`src/rtl/regs_wb_scoreboard.sv`:
```
// regs_wb_scoreboard
//   Arbitrates the single register-file write port between the pipeline
//   write-back stage (always wins) and a multi-cycle long unit (mul/div).
//   Long-unit results that cannot be written immediately wait in a small
//   FIFO. A per-register counter tracks outstanding long-latency writes and
//   drives a RAW/WAW stall towards the decode stage.
//
// Ports
//   clk, rst_n                     clock, asynchronous active-low reset
//   issue_valid_i/waddr_i/ready_o  long-op issue handshake (bumps scoreboard)
//   lu_valid_i/waddr_i/wrdata_i    long-unit result, accepted when lu_ready_o
//   wb_we_i/waddr_i/wrdata_i       pipeline write-back, never back-pressured
//   rf_we_o/waddr_o/wrdata_o       register-file write port
//   regs_raddr_i                   decode read addresses (RAW check)
//   dec_we_i/dec_waddr_i           decode destination (WAW check)
//   stall_o                        hold decode
//   pending_o                      per-register "write outstanding" flags
module regs_wb_scoreboard #(
    parameter int READ_PORTS = 2,
    parameter int BUF_DEPTH  = 2,
    parameter int PEND_W     = 2
) (
    input  logic                       clk,
    input  logic                       rst_n,
    input  logic                       issue_valid_i,
    input  logic [4:0]                 issue_waddr_i,
    output logic                       issue_ready_o,
    input  logic                       lu_valid_i,
    input  logic [4:0]                 lu_waddr_i,
    input  logic [31:0]                lu_wrdata_i,
    output logic                       lu_ready_o,
    input  logic                       wb_we_i,
    input  logic [4:0]                 wb_waddr_i,
    input  logic [31:0]                wb_wrdata_i,
    output logic                       rf_we_o,
    output logic [4:0]                 rf_waddr_o,
    output logic [31:0]                rf_wrdata_o,
    input  logic [READ_PORTS-1:0][4:0] regs_raddr_i,
    input  logic                       dec_we_i,
    input  logic [4:0]                 dec_waddr_i,
    output logic                       stall_o,
    output logic [31:0]                pending_o
);

    localparam int PTR_W = (BUF_DEPTH > 1) ? $clog2(BUF_DEPTH) : 1;
    localparam int CNT_W = $clog2(BUF_DEPTH) + 1;
    localparam logic [CNT_W-1:0]  FULL_CNT = CNT_W'(BUF_DEPTH);
    localparam logic [PEND_W-1:0] PEND_MAX = '1;

    logic [PEND_W-1:0] pend_cnt [32];
    logic [4:0]        fifo_addr [BUF_DEPTH];
    logic [31:0]       fifo_data [BUF_DEPTH];
    logic [PTR_W-1:0]  rd_ptr;
    logic [PTR_W-1:0]  wr_ptr;
    logic [CNT_W-1:0]  fifo_cnt;

    logic       wb_sel;
    logic       fifo_empty;
    logic       pop;
    logic       bypass;
    logic       push;
    logic       lu_accept;
    logic       lu_dec;
    logic [4:0] dec_addr;
    logic       issue_fire;
    logic       raw_hit;
    logic       waw_hit;

    assign fifo_empty = (fifo_cnt == '0);
    assign wb_sel     = wb_we_i && (wb_waddr_i != 5'd0);
    // Queued results drain before a new one may bypass, keeping result order.
    assign pop        = !wb_sel && !fifo_empty;
    assign bypass     = !wb_sel && fifo_empty && lu_valid_i && (lu_waddr_i != 5'd0);

    // Ready depends only on registered FIFO occupancy, never on wb_we_i.
    assign lu_ready_o = rst_n && (fifo_cnt != FULL_CNT);
    assign lu_accept  = lu_valid_i && lu_ready_o;
    // r0 results are consumed and dropped: they would never reach the port.
    assign push       = lu_accept && !bypass && (lu_waddr_i != 5'd0);

    assign lu_dec     = pop || bypass;
    assign dec_addr   = pop ? fifo_addr[rd_ptr] : lu_waddr_i;

    assign issue_ready_o = rst_n && ((issue_waddr_i == 5'd0) ||
                                     (pend_cnt[issue_waddr_i] != PEND_MAX));
    assign issue_fire    = issue_valid_i && issue_ready_o && (issue_waddr_i != 5'd0);

    always_comb begin
        rf_we_o     = 1'b0;
        rf_waddr_o  = 5'd0;
        rf_wrdata_o = 32'd0;
        if (wb_sel) begin
            rf_we_o     = rst_n;
            rf_waddr_o  = wb_waddr_i;
            rf_wrdata_o = wb_wrdata_i;
        end else if (pop) begin
            rf_we_o     = rst_n;
            rf_waddr_o  = fifo_addr[rd_ptr];
            rf_wrdata_o = fifo_data[rd_ptr];
        end else if (bypass) begin
            rf_we_o     = rst_n;
            rf_waddr_o  = lu_waddr_i;
            rf_wrdata_o = lu_wrdata_i;
        end
    end

    // FIFO control state
    always_ff @(posedge clk or negedge rst_n) begin
        if (!rst_n) begin
            rd_ptr   <= '0;
            wr_ptr   <= '0;
            fifo_cnt <= '0;
        end else begin
            if (push) wr_ptr <= wr_ptr + PTR_W'(1);
            if (pop)  rd_ptr <= rd_ptr + PTR_W'(1);
            if (push && !pop)      fifo_cnt <= fifo_cnt + CNT_W'(1);
            else if (pop && !push) fifo_cnt <= fifo_cnt - CNT_W'(1);
        end
    end

    // FIFO storage, validity is carried by fifo_cnt
    always_ff @(posedge clk) begin
        if (push) begin
            fifo_addr[wr_ptr] <= lu_waddr_i;
            fifo_data[wr_ptr] <= lu_wrdata_i;
        end
    end

    // Scoreboard: decrement happens when the result hits the RF port, so the
    // stall clears exactly when a read would return the new value. r0 never
    // matches issue_fire or lu_dec and therefore stays zero.
    always_ff @(posedge clk or negedge rst_n) begin
        if (!rst_n) begin
            for (int r = 0; r < 32; r++) pend_cnt[r] <= '0;
        end else begin
            for (int r = 0; r < 32; r++) begin
                if (issue_fire && (issue_waddr_i == 5'(r)) &&
                    !(lu_dec && (dec_addr == 5'(r))))
                    pend_cnt[r] <= pend_cnt[r] + PEND_W'(1);
                else if (lu_dec && (dec_addr == 5'(r)) &&
                         !(issue_fire && (issue_waddr_i == 5'(r))))
                    pend_cnt[r] <= pend_cnt[r] - PEND_W'(1);
            end
        end
    end

    always_comb begin
        raw_hit = 1'b0;
        for (int i = 0; i < READ_PORTS; i++) begin
            if ((regs_raddr_i[i] != 5'd0) && (pend_cnt[regs_raddr_i[i]] != '0))
                raw_hit = 1'b1;
        end
        waw_hit = dec_we_i && (dec_waddr_i != 5'd0) && (pend_cnt[dec_waddr_i] != '0);
        stall_o = raw_hit || waw_hit;
    end

    always_comb begin
        pending_o = 32'd0;
        for (int r = 0; r < 32; r++) pending_o[r] = (pend_cnt[r] != '0);
    end

    // A long-unit write for a register with nothing outstanding means the
    // issue/result protocol was broken upstream.
    dec_never_underflows: assert property (
        @(posedge clk) disable iff (!rst_n) lu_dec |-> (pend_cnt[dec_addr] != '0));

endmodule
```
`config.mk`:
```
export PLATFORM = sky130hd
export DESIGN_NAME = regs_wb_scoreboard
export DESIGN_NICKNAME = d
export VERILOG_FILES = /design/src/rtl/regs_wb_scoreboard.sv
export SDC_FILE = /design/constraint.sdc
export NUM_CORES = 1
export LEC_CHECK = 0
export ABC_AREA = 1
export ABC_CLOCK_PERIOD_IN_PS = 2910
export BUFFER_PORTS_ARGS = -buffer_cell sky130_fd_sc_hd__buf_2
export CAP_MARGIN = 20
export CORE_UTILIZATION = 50
export DETAILED_ROUTE_END_ITERATION = 8
export PLACE_DENSITY_LB_ADDON = 0.3
export RECOVER_POWER = 100
export SYNTH_ARGS = -nofsm -noshare
export SYNTH_HDL_FRONTEND = slang
export SYNTH_SLANG_ARGS = --single-unit
```
`constraint.sdc`:
```
create_clock -name clk -period 2.91 [get_ports clk]
set_clock_uncertainty 0.15 [all_clocks]
set_input_delay 0.4365 -clock clk [delete_from_list [all_inputs] [get_ports clk]]
set_output_delay 0.4365 -clock clk [all_outputs]
set_load 0.02 [all_outputs]
```
==> results of run 1 <==
==> cells by family after synthesis <==
logic type | Yosys count | synth area share
and+or+nand+nor | 548 | 0.247
AOI/OAI and AO/OA | 222 | 0.143
buffers and inverters | 174 | 0.0799
DFF | 142 | 0.424
xor gates and xnor gates | 65 | 0.0615
adders and majority gates | 33 | 0.0446
==> repair_timing <==
item / CTS / global route
endpoints found under the hold margin: 10 / 0
setup buffers: 0 / 0
endpoints found under the setup margin: 0 / 23
hold buffers: 1 / 0
resized for setup: 0 / 8
==> state kept, by name, indices dropped and copies added (netlist names) <==
signal / cells
wr_ptr: 1
fifo_cnt: 2
pend_cnt: 64
fifo_addr: 10
fifo_data: 64
rd_ptr: 1
==> metal layers <==
layer	wire (µm)	part of all wire	up-vias
met4	741	0.028	0
li1	-	-	4301
met5	0	0	-
met1	11000	0.41	4147
met3	1990	0.074	52
met2	13100	0.49	371
==> how the worst max path moves through the flow <==
| stage | end | slack [ns] | depth (start not counted) |
|---|---|---|---|
| 5_1_grt | stall_o | 0.01 | 11 |
| 3_5_place_dp | pend_cnt[55] | 0.09 | 13 |
| 2_1_floorplan | fifo_addr[1][0] | 0.34 | 6 |
| 4_1_cts | rf_wrdata_o[10] | 0.11 | 6 |
| 3_3_place_gp | pend_cnt[5] | 0.11 | 15 |
| 6_report | rf_wrdata_o[14] | 0.16 | 5 |
==> report_power, final <==
group	total, mW	switching [mW]	internal [mW]
logic	4.21	2.87	1.33
clock network	2.33	1.00	1.33
registers	3.27	0.539	2.73
total	9.81	4.42	5.39
==> worst max-delay path, stage by stage (launching register included) <==
cell and delay [ns]:
dfrtp_2 0.48, inv_1 0.24, buf_4 0.32, nand2_1 0.09
a311oi_1 0.36, clkbuf_2 0.23
==> per-stage QoR <==
stage                     power [mW]  cell area, µm²  hold WS, ns  setup WS [ns]  utilization
after global placement          7.47           10500        0.169          0.109        0.580
after detailed placement        7.54           10500        0.170         0.0941        0.580
after floorplan                 6.10            9260     -0.00909          0.340            -
after CTS                       9.91           11100       0.0395          0.113        0.617
after global routing            10.4           11000       0.0660         0.0124        0.608
final                           9.81           11000       0.0815          0.161        0.608
==> cell type report <==
| type | instances | area share |
|---|---|---|
| inverter | 117 | 0.0400 |
| timing repair buffer | 209 | 0.0981 |
| clock buffer | 17 | 0.0388 |
| clock inverter | 15 | 0.0197 |
| tap | 229 | 0.0261 |
| sequential | 142 | 0.358 |
| multi-input combinational | 868 | 0.419 |
==> synthesized netlist by cell type <==
master	count
nand2_4	1
nand4_1	4
nand3b_1	2
dfrtp_1	68
o21ai_0	84
nand3_1	74
clkbuf_1	33
edfxtp_1	74
clkinv_1	1
xnor2_1	50
nand4_4	1
buf_4	2
inv_1	111
nand3_2	2
buf_6	9
nor2_2	14
a31oi_1	33
nor3_1	1
o21ai_1	2
o21ai_4	1
nand2_2	2
ha_1	33
buf_1	4
inv_2	5
o211ai_1	13
o22ai_1	1
nor2_1	114
nor2_4	5
buf_2	9
xor2_1	15
o21ai_2	1
a311oi_1	32
a21oi_1	55
and3_1	1
nand2_1	327
==> flow_metrics.py, run 1 <==
metrics = {
    "outcome": {
        "status": "finished, final reports clean",
    },
    "final_layout": {
        "fillers": 1687,
        "diodes": 0,
        "syn_to_final_growth_pct": 18.5,
        "fin_nets": 1488,
        "drive_above_1_share": 0.132,
        "final_cell_mix": "nand2_1 (327), nor2_1 (114), inv_1 (111), clkbuf_1 (93), o21ai_0 (84)",
        "regArea_mm2": 0.00393,
        "multi_input_area_mm2": 0.00460,
        "final_common_cell": "nand2_1",
        "fin_cells": 1597,
    },
    "placement": {
        "gp_congestion": 0.918,
        "place_inst": 1564,
        "dp_hpwl_um": 19600,
        "io_buffers": 172,
    },
    "die": {
        "num_rows": 49,
        "die-area_mm2": 0.0191,
        "die-width_um": 138,
        "initial_core_util": 0.513,
        "die_h_um": 138,
        "core_area_mm2": 0.0180,
        "io_pins": 173,
    },
    "setup_path": {
        "rr_startpoint": "pend_cnt[53]",
        "worst_ep_required_time_ns": 2.32,
        "r2r_end": "pend_cnt[37]",
        "crit_type": "reg -> out",
        "cp-end-kind": "output port",
        "cp-start-kind": "register",
        "arrival_ns": 2.16,
        "cp_max_fo": 20,
        "crit_start": "rd_ptr",
        "reg2reg_slack_ns": 0.17,
        "reg2reg_depth": 16,
    },
    "route": {
        "avgRoutedWirePerCell_um": 16.8,
        "num_vias": 8871,
        "drc": 0,
        "drtIter0Drc": 567,
        "drt-vias-per-instance": 5.55,
        "drtPass1Iterations": 6,
        "routed_wl_um": 26800,
        "ant_nets": 0,
    },
    "yosys": {
        "synth_seq_cells": 142,
        "synth_top_area_frac": 0.240,
        "yosysUniqueCellTypes": 35,
        "ys_warn_count": 0,
        "synth_area_leaders": "edfxtp_1 (24%), dfrtp_1 (18%), nand2_1 (13%)",
        "synth_top_area_cell": "edfxtp_1",
        "syn_nets": 1317,
        "syn_area_per_cell_um2": 7.81,
        "synth_cells": 1184,
        "synth_area_mm2": 0.00925,
        "ys_seq_area_frac": 0.424,
    },
    "timing": {
        "maxSlewViolCount": 0,
        "finalHoldViolCount": 0,
        "rsz0062_at_grt": "false",
        "period_share": 0.945,
        "fmax_mhz": 364,
        "setup_tns_ns": 0,
        "period_needed_ns": 2.75,
        "slew_headroom": 0.0165,
        "tightest_slew_ns": 1.48,
        "finalSetupViolCount": 0,
    },
    "global_route": {
        "grt_usage": 0.285,
        "grt-busiest-layer": "met2",
        "grt_pass1_wl_um": 42800,
        "grt_pass1_vias": 8470,
        "globalRouteMet1Util": 0.344,
        "met3_usage": 0.0724,
        "grt_max_degree": 59,
        "met2_usage": 0.484,
        "antenna_found_initial": 0,
        "gr-total-overflow": 0,
    },
    "clock_network": {
        "cts_buffers": 17,
        "cts_tree": "built",
        "clkSinkCount": 142,
        "clk_latency_ns": 0.43,
        "cts_max_level": 4,
        "cts_root_buf": "clkbuf_16",
        "path_clk_slew_ns": 0.07,
        "clock_path_buffers": 2,
    },
    "pwr": {
        "power.density_mw_per_mm2": 895,
        "p_leak_nw": 4.78,
        "max-vdd-ir-drop_v": 0.000532,
    },
    "hold_path": {
        "min_from": "lu_wrdata_i[20]",
        "min_to": "fifo_data[1][20]",
        "min_path_cells": 1,
        "hold_path.class": "in -> reg",
    },
    "job": {
        "drv_cap": 0,
    },
}
(Power assumes the default switching activity.)
==> inputs of run 2 (changes only) <==
Settings changed: ABC_CLOCK_PERIOD_IN_PS 2910 to 2500.
Clock period 2.91 ns to 2.5 ns, I/O delays scaled along.
==> run 2 against run 1 <==
Effect of this change: the flow now finishes with violations (setup timing); critical path depth is 9 higher; clock-buffer cell count did not move; critical endpoint is now pend_cnt[43]; largest power group unchanged; largest cell class unchanged; first-iteration DRC count is 28% higher; via count rose by 13%; non-clock buffer count is 144 higher; design area rose by 21%; combinational power is 60% higher.
==> flow_metrics.py, run 2 (same netlist as run 1, synthesis figures left out) <==
metrics = {
    "global_route": {
        "globalRouteMet1Util": 0.387,
        "antenna_found_initial": 0,
        "grt_max_degree": 51,
        "grt_pass1_wl_um": 47000,
        "grt-busiest-layer": "met2",
        "gr-total-overflow": 0,
        "grt_usage": 0.309,
        "met3_usage": 0.0526,
        "met2_usage": 0.529,
        "grt_pass1_vias": 9318,
    },
    "die": {
        "die_h_um": 138,
        "core_area_mm2": 0.0180,
        "num_rows": 49,
        "die-width_um": 138,
        "die-area_mm2": 0.0191,
        "initial_core_util": 0.513,
        "io_pins": 173,
    },
    "route": {
        "drt-vias-per-instance": 5.74,
        "drtPass1Iterations": 6,
        "drtIter0Drc": 724,
        "num_vias": 9997,
        "routed_wl_um": 32500,
        "ant_nets": 0,
        "drc": 0,
        "avgRoutedWirePerCell_um": 18.7,
    },
    "setup_path": {
        "cp_max_fo": 8,
        "cp-end-kind": "register",
        "crit_type": "reg -> reg",
        "cp-start-kind": "register",
        "arrival_ns": 2.82,
        "crit_chain": "nor2_2, buf_6, nor2_4, buf_6, nand2_2, nand2_2, buf_6, nor2_4, clkbuf_16, nand2_1, ha_4, a21oi_2, o21ai_2, xnor2_1",
        "slowest_delay_ns": 0.45,
        "slowest_stage": "dfrtp_2",
        "worst_ep_required_time_ns": 2.68,
        "crit_top_cell": "buf_6",
    },
    "pwr": {
        "power.density_mw_per_mm2": 1010,
        "max-vdd-ir-drop_v": 0.000648,
        "p_total_mw": 13.3,
        "p_leak_nw": 5.79,
    },
    "final_layout": {
        "diodes": 0,
        "fin_nets": 1632,
        "utilization": 0.735,
        "drive_above_1_share": 0.334,
        "final_cell_area_mm2": 0.0133,
        "final_cell_mix": "nand2_1 (313), buf_2 (153), buf_4 (129), inv_1 (108), nor2_1 (83)",
        "top_regs": "fifo_data (64), pend_cnt (64), fifo_addr (10)",
        "final_common_cell": "nand2_1",
        "syn_to_final_growth_pct": 43.2,
    },
    "timing": {
        "setup_tns_ns": -0.957,
        "period_share": 1.06,
        "fmax_mhz": 378,
        "fin_ws_ns": -0.143,
        "maxSlewViolCount": 0,
        "finalHoldViolCount": 0,
        "rsz0062_at_grt": "true",
        "period_needed_ns": 2.64,
        "tightest_slew_ns": 0.692,
        "slew_headroom": 0.539,
        "finalSetupViolCount": 21,
    },
    "clock_network": {
        "cts_tree": "built",
        "cts_root_buf": "clkbuf_16",
        "clock_path_buffers": 2,
        "clkSinkCount": 142,
        "path_clk_slew_ns": 0.07,
        "cts_buffers": 17,
        "clk_latency_ns": 0.44,
        "cts_max_level": 4,
    },
    "placement": {
        "io_buffers": 172,
        "place_area_mm2": 0.0111,
        "dp_hpwl_um": 21100,
        "gp_congestion": 0.933,
    },
    "outcome": {
        "violations": "setup timing",
        "status": "finished with violations",
    },
    "job": {
        "drv_cap": 0,
    },
    "hold_path": {
        "hold_path.class": "in -> reg",
    },
}
-- run 2: changes by cell type in the layout (fill, tap and decap cells not counted), moves of 17 or more --
cell / before / now
buf_4: 28 / 129
buf_2: 69 / 153
clkbuf_1: 93 / 9
nor2_1: 114 / 83
o21ai_0: 84 / 53
dlygate4sd3_1: 1 / 31
nor2_4: 7 / 32
o21ai_1: 1 / 26
a311oi_1: 32 / 14
a311oi_2: 0 / 18
ha_1: 33 / 16
ha_4: 0 / 17
-- run 2: worst max-delay path: cells and delay by family, from the launching register on --
kind                     cells  cell delay, ns
buffers and inverters        4            0.57
adder cells (fa/ha/maj)      1            0.32
XOR/XNOR                     1            0.12
AND/OR/NAND/NOR              6            0.72
AO/OA/AOI/OAI                2            0.20
flip-flops                   1            0.45
-- run 2: stage by stage --
step	worst slack [ns]	hold slack (ns)	instances
finish	-0.143	0.0571	1741
global route	-0.263	0.0599	1741
CTS	-0.0644	0.00180	1718
detailed placement	-0.243	0.312	1645
global placement	-0.137	0.308	1645
floorplan	-0.00869	-0.0706	1184
-- run 2: what timing repair did --
action                                  in CTS  in global routing
pin swaps                                   15                 32
hold endpoints to repair                    75                  2
setup buffers                               13                 18
resized for setup                           55                165
gates cloned                                 1                  4
hold buffers                                30                  1
endpoints found under the setup margin      80                 68
-- run 2: where the power goes --
part	leakage [nW]	internal [mW]	switching, mW
Clock	0.303	1.53	1.18
Combinational	4.02	2.71	4.02
Sequential	1.47	3.19	0.705
Total	5.79	7.43	5.90
-- run 2: layout make-up --
type	count	area (µm²)
well taps	229	287
inverters	117	444
clock inverters	15	198
clock buffers	17	425
multi-input cells	868	5360
fillers	1253	4770
flip-flops and latches	142	3940
repair buffers	353	2600
-- run 2: layer usage --
| metal | up-vias | share of wire |
|---|---|---|
| met3 | 138 | 0.081 |
| li1 | 4606 | - |
| met4 | 0 | 0.049 |
| met5 | - | 0 |
| met2 | 600 | 0.50 |
| met1 | 4653 | 0.38 |
-- run 2: worst paths after layout --
check	slack [ns]	cells after the start	startpoint	endpoint
hold / removal	0.06	1	lu_waddr_i[1]	fifo_addr[1][1]
setup / recovery	-0.14	14	fifo_cnt[0]	pend_cnt[43]
hold reg to reg	0.32	1	pend_cnt[14]	pend_cnt[14]
min in group asynchronous	0.43	3	rst_n	pend_cnt[33]
setup reg to reg	-0.14	14	fifo_cnt[0]	pend_cnt[43]
max in group asynchronous	1.12	3	rst_n	pend_cnt[36]
